<file path="src/rtl/shift_reg_store_stream_pkg.sv">
// Shared types and helpers for the multi-lane stream shift-register store.
// The controller decodes one op_e per cycle and broadcasts it to every lane.
package shift_reg_store_stream_pkg;

  typedef enum logic [2:0] {
    OpIdle,
    OpClear,
    OpLoad,
    OpRot,
    OpShift
  } op_e;

  function automatic int unsigned count_w(int unsigned len);
    return $clog2(len + 1);
  endfunction

endpackage

</file>
<file path="src/rtl/shift_reg_store_stream_if.sv">
// Input/output stream handshake bundle for the shift-register store.
// slave = the store, master = producer on the input plus consumer on the output.
interface shift_reg_store_stream_if #(
  parameter int unsigned Bits     = 8,
  parameter int unsigned Channels = 1
);

  logic                               in_valid;
  logic                               in_ready;
  logic [Channels-1:0][Bits-1:0]      in_data;
  logic                               out_valid;
  logic                               out_ready;
  logic [Channels-1:0][Bits-1:0]      out_data;

  modport slave (
    input  in_valid,
    input  in_data,
    input  out_ready,
    output in_ready,
    output out_valid,
    output out_data
  );

  modport master (
    output in_valid,
    output in_data,
    output out_ready,
    input  in_ready,
    input  out_valid,
    input  out_data
  );

endinterface

</file>
<file path="src/rtl/shift_reg_store_stream_lane.sv">
// One lane of the store: Length words of Bits, index 0 newest.
// All sequencing decisions arrive pre-decoded as op_i from the shared controller.
module shift_reg_store_stream_lane
  import shift_reg_store_stream_pkg::*;
#(
  parameter int unsigned Bits   = 8,
  parameter int unsigned Length = 4
) (
  input  logic                         clk_i,
  input  op_e                          op_i,
  input  logic [Bits-1:0]              rst_val_i,
  input  logic [Length-1:0][Bits-1:0]  load_col_i,
  input  logic [Bits-1:0]              in_word_i,
  output logic [Length-1:0][Bits-1:0]  store_o
);

  logic [Length-1:0][Bits-1:0] store_d, store_q;

  always_comb begin
    store_d = store_q;
    unique case (op_i)
      OpClear: begin
        for (int k = 0; k < Length; k++) store_d[k] = rst_val_i;
      end
      OpLoad: store_d = load_col_i;
      OpRot: begin
        store_d[0] = store_q[Length-1];
        for (int k = 1; k < Length; k++) store_d[k] = store_q[k-1];
      end
      OpShift: begin
        store_d[0] = in_word_i;
        for (int k = 1; k < Length; k++) store_d[k] = store_q[k-1];
      end
      default: ;
    endcase
  end

  // Reset is folded into op_i (OpClear) by the controller.
  always_ff @(posedge clk_i) begin
    store_q <= store_d;
  end

  assign store_o = store_q;

endmodule

</file>
<file path="src/rtl/shift_reg_store_stream.sv">
// Multi-channel stream shift-register store: Channels lanes of Length x Bits with a shared
// controller providing occupancy, parallel load, clear and circular rotate.
module shift_reg_store_stream
  import shift_reg_store_stream_pkg::*;
#(
  parameter int unsigned Bits     = 8,
  parameter int unsigned Length   = 4,
  parameter int unsigned Channels = 1,
  localparam int unsigned CntW    = count_w(Length),
  localparam int unsigned PosW    = $clog2(Length)
) (
  input  logic                                     clk_i,
  input  logic                                     rst_i,
  input  logic [Bits-1:0]                          rst_val_i,
  input  logic                                     clear_i,
  input  logic                                     load_i,
  input  logic [Length-1:0][Channels-1:0][Bits-1:0] load_data_i,
  input  logic                                     rot_en_i,
  shift_reg_store_stream_if.slave                  strm,
  output logic [Length-1:0][Channels-1:0][Bits-1:0] store_o,
  output logic [CntW-1:0]                          count_o,
  output logic                                     full_o,
  output logic                                     rot_wrap_o
);

  localparam logic [CntW-1:0] CntFull = CntW'(Length);
  localparam logic [PosW-1:0] PosMax  = PosW'(Length - 1);

  logic [CntW-1:0] count_d, count_q;
  logic [PosW-1:0] rot_pos_d, rot_pos_q;
  logic            rot_wrap_d, rot_wrap_q;
  logic            full, in_ready, in_fire;
  op_e             op;

  always_comb begin
    full     = (count_q == CntFull);
    // Once full, a new word may only enter if the oldest one can leave.
    in_ready = ~rst_i & ~clear_i & ~load_i & ~(rot_en_i & full) & (~full | strm.out_ready);
    in_fire  = strm.in_valid & in_ready;

    if (rst_i || clear_i)       op = OpClear;
    else if (load_i)            op = OpLoad;
    else if (rot_en_i && full)  op = OpRot;
    else if (in_fire)           op = OpShift;
    else                        op = OpIdle;

    count_d    = count_q;
    rot_pos_d  = rot_pos_q;
    rot_wrap_d = 1'b0;
    unique case (op)
      OpClear: begin
        count_d   = '0;
        rot_pos_d = '0;
      end
      OpLoad: begin
        count_d   = CntFull;
        rot_pos_d = '0;
      end
      OpRot: begin
        rot_wrap_d = (rot_pos_q == PosMax);
        rot_pos_d  = (rot_pos_q == PosMax) ? '0 : rot_pos_q + PosW'(1);
      end
      OpShift: begin
        rot_pos_d = '0;
        if (!full) count_d = count_q + CntW'(1);
      end
      default: ;
    endcase
  end

  always_ff @(posedge clk_i) begin
    if (rst_i) begin
      count_q    <= '0;
      rot_pos_q  <= '0;
      rot_wrap_q <= 1'b0;
    end else begin
      count_q    <= count_d;
      rot_pos_q  <= rot_pos_d;
      rot_wrap_q <= rot_wrap_d;
    end
  end

  for (genvar c = 0; c < Channels; c++) begin : g_lane
    logic [Length-1:0][Bits-1:0] load_col;
    logic [Length-1:0][Bits-1:0] lane_store;

    for (genvar k = 0; k < Length; k++) begin : g_word
      assign load_col[k]   = load_data_i[k][c];
      assign store_o[k][c] = lane_store[k];
    end

    shift_reg_store_stream_lane #(
      .Bits   (Bits),
      .Length (Length)
    ) u_lane (
      .clk_i      (clk_i),
      .op_i       (op),
      .rst_val_i  (rst_val_i),
      .load_col_i (load_col),
      .in_word_i  (strm.in_data[c]),
      .store_o    (lane_store)
    );

    assign strm.out_data[c] = lane_store[Length-1];
  end

  assign strm.in_ready  = in_ready;
  assign strm.out_valid = full & ~rot_en_i & ~load_i & ~clear_i & ~rst_i;
  assign count_o        = count_q;
  assign full_o         = full;
  assign rot_wrap_o     = rot_wrap_q;

endmodule

</file>
<file path="src/flat_wrapper.sv">
// flat-port wrapper written by rule: the top's interface ports become plain ports
module shift_reg_store_stream_flat import shift_reg_store_stream_pkg::*;
#(
  parameter int unsigned Bits     = 8,
  parameter int unsigned Length   = 4,
  parameter int unsigned Channels = 1,
  localparam int unsigned CntW    = count_w(Length),
  localparam int unsigned PosW    = $clog2(Length)
)
  (clk_i, rst_i, rst_val_i, clear_i, load_i, load_data_i, rot_en_i, store_o, count_o, full_o, rot_wrap_o, strm_in_valid, strm_in_data, strm_out_ready, strm_in_ready, strm_out_valid, strm_out_data);
  shift_reg_store_stream_if #(.Bits(Bits), .Channels(Channels)) strm_i ();
  input  logic clk_i;
  input  logic rst_i;
  input  logic [Bits-1:0] rst_val_i;
  input  logic clear_i;
  input  logic load_i;
  input  logic [Length-1:0][Channels-1:0][Bits-1:0] load_data_i;
  input  logic rot_en_i;
  output logic [Length-1:0][Channels-1:0][Bits-1:0] store_o;
  output logic [CntW-1:0] count_o;
  output logic full_o;
  output logic rot_wrap_o;
  input wire logic [$bits(strm_i.in_valid)-1:0] strm_in_valid;
  input wire logic [$bits(strm_i.in_data)-1:0] strm_in_data;
  input wire logic [$bits(strm_i.out_ready)-1:0] strm_out_ready;
  output wire logic [$bits(strm_i.in_ready)-1:0] strm_in_ready;
  output wire logic [$bits(strm_i.out_valid)-1:0] strm_out_valid;
  output wire logic [$bits(strm_i.out_data)-1:0] strm_out_data;
  assign strm_i.in_valid = strm_in_valid;
  assign strm_i.in_data = strm_in_data;
  assign strm_i.out_ready = strm_out_ready;
  assign strm_in_ready = strm_i.in_ready;
  assign strm_out_valid = strm_i.out_valid;
  assign strm_out_data = strm_i.out_data;
  shift_reg_store_stream #(.Bits(Bits), .Length(Length), .Channels(Channels)) u_core (.clk_i(clk_i), .rst_i(rst_i), .rst_val_i(rst_val_i), .clear_i(clear_i), .load_i(load_i), .load_data_i(load_data_i), .rot_en_i(rot_en_i), .strm(strm_i), .store_o(store_o), .count_o(count_o), .full_o(full_o), .rot_wrap_o(rot_wrap_o));
endmodule
</file>
<file path="config.mk">
export PLATFORM = sky130hd
export DESIGN_NAME = shift_reg_store_stream_flat
export DESIGN_NICKNAME = d
export VERILOG_FILES = /design/src/rtl/shift_reg_store_stream_pkg.sv /design/src/rtl/shift_reg_store_stream_if.sv /design/src/rtl/shift_reg_store_stream_lane.sv /design/src/rtl/shift_reg_store_stream.sv /design/src/flat_wrapper.sv
export SDC_FILE = /design/constraint.sdc
export NUM_CORES = 1
export LEC_CHECK = 0
export ABC_AREA = 1
export CAP_MARGIN = 20
export CORE_MARGIN = 2
export CORE_UTILIZATION = 43
export CTS_BUF_LIST = sky130_fd_sc_hd__clkbuf_8
export DETAILED_ROUTE_END_ITERATION = 7
export GPL_TIMING_DRIVEN = 0
export MAX_ROUTING_LAYER = met4
export PLACE_DENSITY = 0.89
export SYNTH_ARGS = -nofsm -noshare
export SYNTH_HDL_FRONTEND = slang
export SYNTH_SLANG_ARGS = --single-unit
export TNS_END_PERCENT = 10
</file>
<file path="constraint.sdc">
create_clock -name clk_i -period 7.87 [get_ports clk_i]
set_input_delay 1.574 -clock clk_i [delete_from_list [all_inputs] [get_ports clk_i]]
set_output_delay 1.574 -clock clk_i [all_outputs]
set_load 0.02 [all_outputs]
</file>
# --- Word level (Yosys, flattened, before mapping) ---
# Index checks and enable logic that the tools add are counted.
classes:
  addsub: 2
  eq_ne: 7
  n_mux: 9
  n_bitwise: 18
  n_reduce_logical: 8
ops:
  columns: ["operator", "count"]
  rows:
  - ["32-bit case mux with 4 select lines", 1]
  - ["3-bit 2-to-1 mux", 5]
  - ["1-bit bitwise AND", 10]
  - ["3-bit case mux with 3 select lines", 1]
  - ["1-bit inverter", 7]
  - ["3-bit by 2-bit equality test with 1-bit output (second input constant)", 2]
  - ["3-bit equality test (second input constant)", 2]
  - ["2-bit case mux with 2 select lines", 1]
  - ["4-bit nonzero test", 1]
  - ["3-bit by 1-bit adder with 3-bit output (second input constant)", 1]
  - ["3-bit by 1-bit equality test with 1-bit output (second input constant)", 1]
  - ["3-bit nonzero test", 1]
  - ["3-bit OR reduction", 1]
  - ["2-bit by 1-bit adder with 2-bit output (second input constant)", 1]
  - ["2-bit equality test (second input constant)", 1]
  - ["2-bit 2-to-1 mux", 1]
  - ["2-bit != test (second input constant)", 1]
  - ["2-bit AND reduction", 1]
  - ["2-bit nonzero test", 1]
  - ["2-bit OR reduction", 1]
  - ["1-bit logical AND", 1]
  - ["1-bit logical OR", 1]
  - ["1-bit bitwise OR", 1]
word_totals:
  ff_bits: 38
  out_inout_bits: 47
  wordCells: 51

# --- Logic depth before layout (Yosys ltp) ---
# Gate-level depths: netlist of run 1.
depth:
  word_depth: 13
  depth_mapped: 10
  mapped_depth_nobuf: 9

# --- Modules after synthesis ---
# From an unflattened synthesis of run 1, not the netlist that was laid out.
unflattened:
  cells_unflattened: 362
  area_unflattened_um2: 2741.4
by_module_without_submodules:
  columns: ["mod", "instances", "cells_per_inst", "area_per_inst_um2", "seq_area_each_um2"]
  rows:
  - ["shift_reg_store_stream_lane", 1, 294, 2269.7, 960.9]
  - ["shift_reg_store_stream", 1, 68, 471.7, 120.1]

# --- Least setup slack after synthesis of run 1 ---
# No wires, ideal clock.
synth_path:
  path_type: "input to output"
  from: "input clear_i"
  to: "output strm_in_ready"
  arrival_ps: 2292
  required_time_ps: 6296
  setup_slack_ps: 4004
  cell_stages: 3
  path_buffers: 0
  cell_sequence: "nor2_1 > nand2_1 > nor3_1"
synth_between:
  elab_chain_len: 5
synth_lines:
  columns: ["item", "line_no", "text"]
  rows:
  - ["start: declaration", "flat_wrapper.sv:15", "input logic clear_i;"]
  - ["1-bit inverter", "shift_reg_store_stream.sv:38", "in_ready = ~rst_i & ~clear_i & ~load_i & ~(rot_en_i & full) & (~full | strm.out_ready);"]
  - ["1-bit bitwise AND (4 in a row)", "shift_reg_store_stream.sv:38", null]
  - ["end: declaration", "flat_wrapper.sv:26", "output wire logic [$bits(strm_i.in_ready)-1:0] strm_in_ready;"]
# No other way between the ends.

# --- Final worst setup path of run 1 ---
layout_path:
  from: "input rst_i"
  to: "output strm_out_valid"
layout_between:
  elab_chain_len: 2
layout_lines:
  columns: ["item", "line_no", "text"]
  rows:
  - ["start: declaration", "flat_wrapper.sv:13", "input logic rst_i;"]
  - ["1-bit inverter", "shift_reg_store_stream.sv:108", "assign strm.out_valid = full & ~rot_en_i & ~load_i & ~clear_i & ~rst_i;"]
  - ["1-bit bitwise AND", "shift_reg_store_stream.sv:108", null]
  - ["end: declaration", "flat_wrapper.sv:27", "output wire logic [$bits(strm_i.out_valid)-1:0] strm_out_valid;"]
# No other way between the ends.

==> results.toml, run 1 <==
[global_routing]
antenna_found_initial = 0
grt_pass1_vias = 2013
grt_overflow = 0
grt_use_total_pct = 23.32
grt_pass1_wl_mm = 9.315
grt_max_degree = 23

[power]
ir_drop_mv = 0.08551
p_sw_share_pct = 27.70
share_seq_of_total_power_pct = 48.5
combinationalPowerShare_pct = 27.5
p_leak_nw = 1.292
p_int_w = 0.0003755
clockPowerShare_pct = 24.0
p_sw_w = 0.0001439
powerDensity_nw_per_um2 = 160.5

[die]
ios = 102
die_x_um = 72.85
start_util_pct = 43.73
core-area_um2 = 4661
dieArea_um2 = 5306
die_h_um = 72.85
rows = 25

[route]
ant_nets = 0
dr.pass1.iters = 4
wl_per_cell_um = 14.90
num_vias = 2040
first_iter_violations = 146
wirelength_mm = 5.870
drc = 0
vias_per_cell = 5.178

[cts]
clkSinkCount = 38
hold_buffers = 0
clock_latency_ns = 0.28
post_cts_buffers = 0
root_buffer = "clkbuf_8"
cts_max_level = 2
cts_buffers = 5
clk_pin_slew_ns = 0.07
clk_path_buf_depth = 2
cts-resized-gates = 0
cts_tree = "built"

[timing]
clock.fmax_mhz = 211.1
setup_violations = 0
slew_headroom_pct = 63.86
setup_tns_ns = 0
slew_violations = 0
hold_viol = 0
fin_ws_ns = 3.132
rsz0062_at_grt = "false"
holdWs_ns = 0.4779
skew_ns = 0.009241
tightestPinTransition_ns = 0.5401
fin_crit_sh_pct = 60.20
final_period_minus_worst_setup_slack_ns = 4.738

[min_path]
holdCritStartpoint = "u_core.rot_pos_q[0]$_SDFFE_PP0P_"
hp-class = "register to register"
whs_endpoint = "u_core.rot_pos_q[0]$_SDFFE_PP0P_"
holdPathStages = 2

[logic_synthesis]
synth_cell_types = 25
synth_seq_cells = 38
syn_avg_cell_area_um2 = 8.862
synth.yosys.seq_area_share_pct = 53.04
netlist_area_um2 = 2038
syn_nets = 288
synthCells = 230
yosys_warnings = 0

[place]
gp_congestion = 0.8464
portBuffers = 101
dp.cells = 386
dpl_cell_area_um2 = 3156
pre_cts_slack_ns = 3.133
dp_hpwl_mm = 4.422

[status]
status = "finished clean"

[setup_path]
cp-start-kind = "primary input"
r2r-start = "u_core.count_o[0]$_SDFFE_PP0P_"
path_max_fanout = 4
critPathKind = "primary input to primary output"
crit_arrival_ns = 3.16
reg2reg_depth = 10
ff2ff_setup_slack_ns = 5.94
required_ns = 6.30
worstReg2RegEnd = "u_core.rot_pos_q[0]$_SDFFE_PP0P_"
end_kind = "primary output"

[finish]
area_growth_pct = 58.75
layout.cells.non_filler = 394
num_antenna_cells = 0
drive_above_1_share_pct = 10.00
nets = 397
fin_area_um2 = 3236

[flow_run]
max-cap-violations = 0
[power groups by stage]
stage,Sequential (W),Clock [W],Combinational [W]
after floorplan,0.000277,0,0.0000386
after global placement,0.000256,0,0.000140
after detailed placement,0.000256,0,0.000143
after CTS,0.000252,0.000125,0.000144
after global routing,0.000254,0.000133,0.000152
final,0.000252,0.000124,0.000143
[placed cells by master (no fill, tap or decap), drive strengths merged]
cell type        n
nand3           34
buf             16
clkinv           3
ha               3
clkbuf           7
a21oi            1
o21ai            3
nand2           87
dfxtp            6
edfxtp          32
inv             17
nand4           19
nor2             9
nor3             2
clkdlybuf4s50  101
[critical path, cell delays in order]
cell	delay (ns)
clkdlybuf4s50_1	0.43
inv_2	0.07
nand2_2	0.07
nor2_2	0.20
nand2_1	0.10
nor2_1	0.11
clkdlybuf4s50_1	0.61
[metrics by stage]
stage | utilization [%] | power [W]
floorplan | - | 0.0003161
CTS | 69.42 | 0.0005207
finish | 69.42 | 0.0005194
global placement | 66.87 | 0.0003957
global route | 69.42 | 0.0005392
detailed placement | 67.70 | 0.0003994
[how the worst max path moves through the flow]
stage / from / to / slack, ns / cells after the start
3_3_place_gp: strm_out_ready / u_core.g_lane[0].u_lane.store_o[28]$_DFFE_PP_ / 3.05 / 5
4_1_cts: rst_i / strm_out_valid / 3.12 / 7
3_5_place_dp: rst_i / strm_out_valid / 3.13 / 7
5_1_grt: rst_i / strm_out_valid / 2.97 / 7
2_1_floorplan: clear_i / strm_in_ready / 4.00 / 3
6_report: rst_i / strm_out_valid / 3.13 / 7
[flip-flops by register name, summed over array words and instances, names as in the netlist]
register / count
u_core.count_o: 3
u_core.g_lane.u_lane.store_o: 32
u_core.rot_pos_q: 2
u_core.rot_wrap_o: 1
[Yosys cell counts]
| library cell | number | area (um2) |
|---|---|---|
| nand4_2 | 1 | 12.51 |
| buf_4 | 8 | 60.06 |
| nor3_2 | 1 | 10.01 |
| edfxtp_1 | 32 | 960.9 |
| nand2_2 | 1 | 6.260 |
| a21oi_1 | 1 | 5.000 |
| nand4_4 | 1 | 21.27 |
| dfxtp_1 | 6 | 120.1 |
| nand2_1 | 85 | 319.1 |
| o21ai_0 | 1 | 5.000 |
| inv_2 | 2 | 7.510 |
| nor2_1 | 7 | 26.28 |
| inv_1 | 15 | 56.30 |
| buf_6 | 3 | 33.78 |
| nor3_1 | 1 | 5.000 |
| ha_1 | 3 | 37.54 |
| clkbuf_1 | 2 | 7.510 |
| nand3_2 | 2 | 20.02 |
| buf_2 | 4 | 20.02 |
| nor2_2 | 2 | 12.51 |
| o21ai_2 | 1 | 8.760 |
| nand2_4 | 1 | 11.26 |
| nand3_1 | 32 | 160.2 |
| nand4_1 | 17 | 106.4 |
| o21ai_1 | 1 | 5.000 |
[routing by layer]
layer,part of all wire (%),global-route usage [%],vias up
met4,1.2,4.733,0
li1,-,-,994
met2,50,38.59,84
met5,0,-,-
met3,6.1,4.558,8
met1,43,29.98,954
[area by class of cell]
type                    count  area (um2)
clock buffers               5       68.82
clock inverters             3       11.26
inverters                  17       63.81
plain buffers              17       121.4
repair buffers            102        1039
well taps                  54       67.56
flip-flops and latches     38        1081
multi-input cells         158       783.3
fillers                   376        1425
[kinds of logic (layout without fill, tap and decap cells)]
group | after synthesis | count (layout) | share of synthesized area [%]
AO/OA/AOI/OAI | 4 | 4 | 1.166
adder cells (fa/ha/maj) | 3 | 3 | 1.842
buffers and inverters | 34 | 144 | 9.085
flip-flops | 38 | 38 | 53.04
AND/OR/NAND/NOR | 151 | 151 | 34.87
(Power assumes the default switching activity.)
==> run 2, diff against run 1 <==
--- a/config.mk
+++ b/config.mk
@@ -8,12 +8,12 @@
 export ABC_AREA = 1
 export CAP_MARGIN = 20
 export CORE_MARGIN = 2
-export CORE_UTILIZATION = 43
+export CORE_UTILIZATION = 37
 export CTS_BUF_LIST = sky130_fd_sc_hd__clkbuf_8
 export DETAILED_ROUTE_END_ITERATION = 7
 export GPL_TIMING_DRIVEN = 0
 export MAX_ROUTING_LAYER = met4
-export PLACE_DENSITY = 0.89
+export PLACE_DENSITY = 0.82
 export SYNTH_ARGS = -nofsm -noshare
 export SYNTH_HDL_FRONTEND = slang
 export SYNTH_SLANG_ARGS = --single-unit
==> constraint.sdc (replaced) <==
create_clock -name clk_i -period 3.89 [get_ports clk_i]
set_input_delay 0.778 -clock clk_i [delete_from_list [all_inputs] [get_ports clk_i]]
set_output_delay 0.778 -clock clk_i [all_outputs]
set_load 0.02 [all_outputs]
==> results.toml, run 2 (synthesis results as in run 1) <==
[flow_run]
max-cap-violations = 0

[timing]
hold_viol = 0
slew_violations = 0
setup_tns_ns = 0
clock.fmax_mhz = 317.2
holdWs_ns = 0.4777
fin_crit_sh_pct = 81.03
tightestPinTransition_ns = 0.4942
setup_violations = 0
rsz0062_at_grt = "false"
final_period_minus_worst_setup_slack_ns = 3.152
skew_ns = 0.005097
slew_headroom_pct = 67.06

[power]
ir_drop_mv = 0.1441
p_leak_nw = 1.289
powerDensity_nw_per_um2 = 321.9

[setup_path]
r2r-start = "u_core.count_o[0]$_SDFFE_PP0P_"
reg2reg_depth = 7
crit_top_cell = "clkdlybuf4s50_1"
cp-start-kind = "primary input"
cpLargestDelayFamily = "buffers and inverters"
endpoint = "strm_out_valid"
end_kind = "primary output"
required_ns = 3.11
crit_chain = "clkdlybuf4s50_1 > inv_2 > nand2_2 > nor2_2 > nand2_1 > nor2_1 > clkdlybuf4s50_1"
path_buf_inv = 3
path_max_fanout = 4
worstReg2RegEnd = "u_core.g_lane[0].u_lane.store_o[23]$_DFFE_PP_"
startpoint = "rst_i"
cp_num_cells = 7
critPathKind = "primary input to primary output"
crit_arrival_ns = 2.37
crit_path_max_incr_delay_ns = 0.61
critical_path.slowest_cell = "clkdlybuf4s50_1"
ff2ff_setup_slack_ns = 2.04

[status]
status = "finished clean"

[place]
dp_hpwl_mm = 4.530
dp.cells = 404
gp_congestion = 0.8196
portBuffers = 101
dpl_cell_area_um2 = 3171

[global_routing]
grt_pass1_vias = 1931
grt_use_total_pct = 19.84
grt_overflow = 0
grt_pass1_wl_mm = 9.252
antenna_found_initial = 0
grt_max_degree = 30

[finish]
regArea_um2 = 1081
multi_input_area_um2 = 783.3
largest_reg_flops = 32
drive_above_1_share_pct = 10.00
utilization_pct = 60.14
fillCellCount = 484
final_common_cell = "clkdlybuf4s50_1"
num_antenna_cells = 0
fin_area_um2 = 3251
area_growth_pct = 59.48
layout.cells.non_filler = 412
final_cell_mix = "clkdlybuf4s50_1 (101), nand2_1 (85), nand3_1 (32), edfxtp_1 (32), nand4_1 (17)"
nets = 397

[cts]
clkSinkCount = 38
cts_max_level = 2
root_buffer = "clkbuf_8"
clk_path_buf_depth = 2
clock_latency_ns = 0.28
post_cts_buffers = 0
hold_buffers = 0
clk_pin_slew_ns = 0.07
cts_buffers = 5
cts_tree = "built"
cts-resized-gates = 0

[route]
dr.pass1.iters = 4
num_vias = 2017
ant_nets = 0
vias_per_cell = 4.896
wl_per_cell_um = 14.50
first_iter_violations = 123
drc = 0
wirelength_mm = 5.973

[die]
dieArea_um2 = 6118
core-area_um2 = 5405
die_x_um = 78.22
start_util_pct = 37.71
rows = 27
die_h_um = 78.22
ios = 102

[min_path]
holdPathStages = 2
hp-class = "register to register"
## run 2: cell counts in the layout (fill, tap and decap cells not counted)
No cell type changed its count.
## run 2: worst min-delay path by stage
stage	endpoint	from	slack, ns
4_1_cts	u_core.rot_pos_q[0]$_SDFFE_PP0P_	u_core.rot_pos_q[0]$_SDFFE_PP0P_	0.48
2_1_floorplan	u_core.rot_pos_q[0]$_SDFFE_PP0P_	u_core.rot_pos_q[0]$_SDFFE_PP0P_	0.44
6_report	u_core.rot_pos_q[0]$_SDFFE_PP0P_	u_core.rot_pos_q[0]$_SDFFE_PP0P_	0.48
5_1_grt	u_core.rot_pos_q[1]$_SDFFE_PP0P_	u_core.rot_pos_q[1]$_SDFFE_PP0P_	0.53
3_5_place_dp	u_core.rot_pos_q[0]$_SDFFE_PP0P_	u_core.rot_pos_q[0]$_SDFFE_PP0P_	0.47
3_3_place_gp	u_core.rot_pos_q[0]$_SDFFE_PP0P_	u_core.rot_pos_q[0]$_SDFFE_PP0P_	0.45
## run 2: worst min-delay path, stage by stage, from the launching register on
cell	delay, ns
dfxtp_1	0.33
inv_1	0.05
a21oi_1	0.05
## run 2: power by group
part           internal, W  switching (W)
clock             0.000120       0.000129
sequential        0.000485      0.0000236
combinational     0.000154       0.000135
total             0.000759       0.000287
## run 2: metal layers
metal	vias up	track usage [%]	share of wire, %
li1	996	-	-
met1	912	25.00	42
met2	103	33.62	49
met3	6	4.023	8.0
met4	0	3.684	0.59
met5	-	-	0
## run 2: layout make-up
class,count,area share (%)
clock buffer,5,2.117
tap,72,2.771
sequential,38,33.26
buffer,17,3.734
clock inverter,3,0.3464
inverter,17,1.963
timing repair buffer,102,31.72
multi-input combinational,158,24.10
## run 2: through the flow
step | setup slack, ns | power [W]
final | 0.7378 | 0.001046
after floorplan | 0.9841 | 0.0006395
after global routing | 0.6581 | 0.001091
after global placement | -0.1674 | 0.0008012
after CTS | 0.7244 | 0.001055
after detailed placement | 0.7369 | 0.0008079
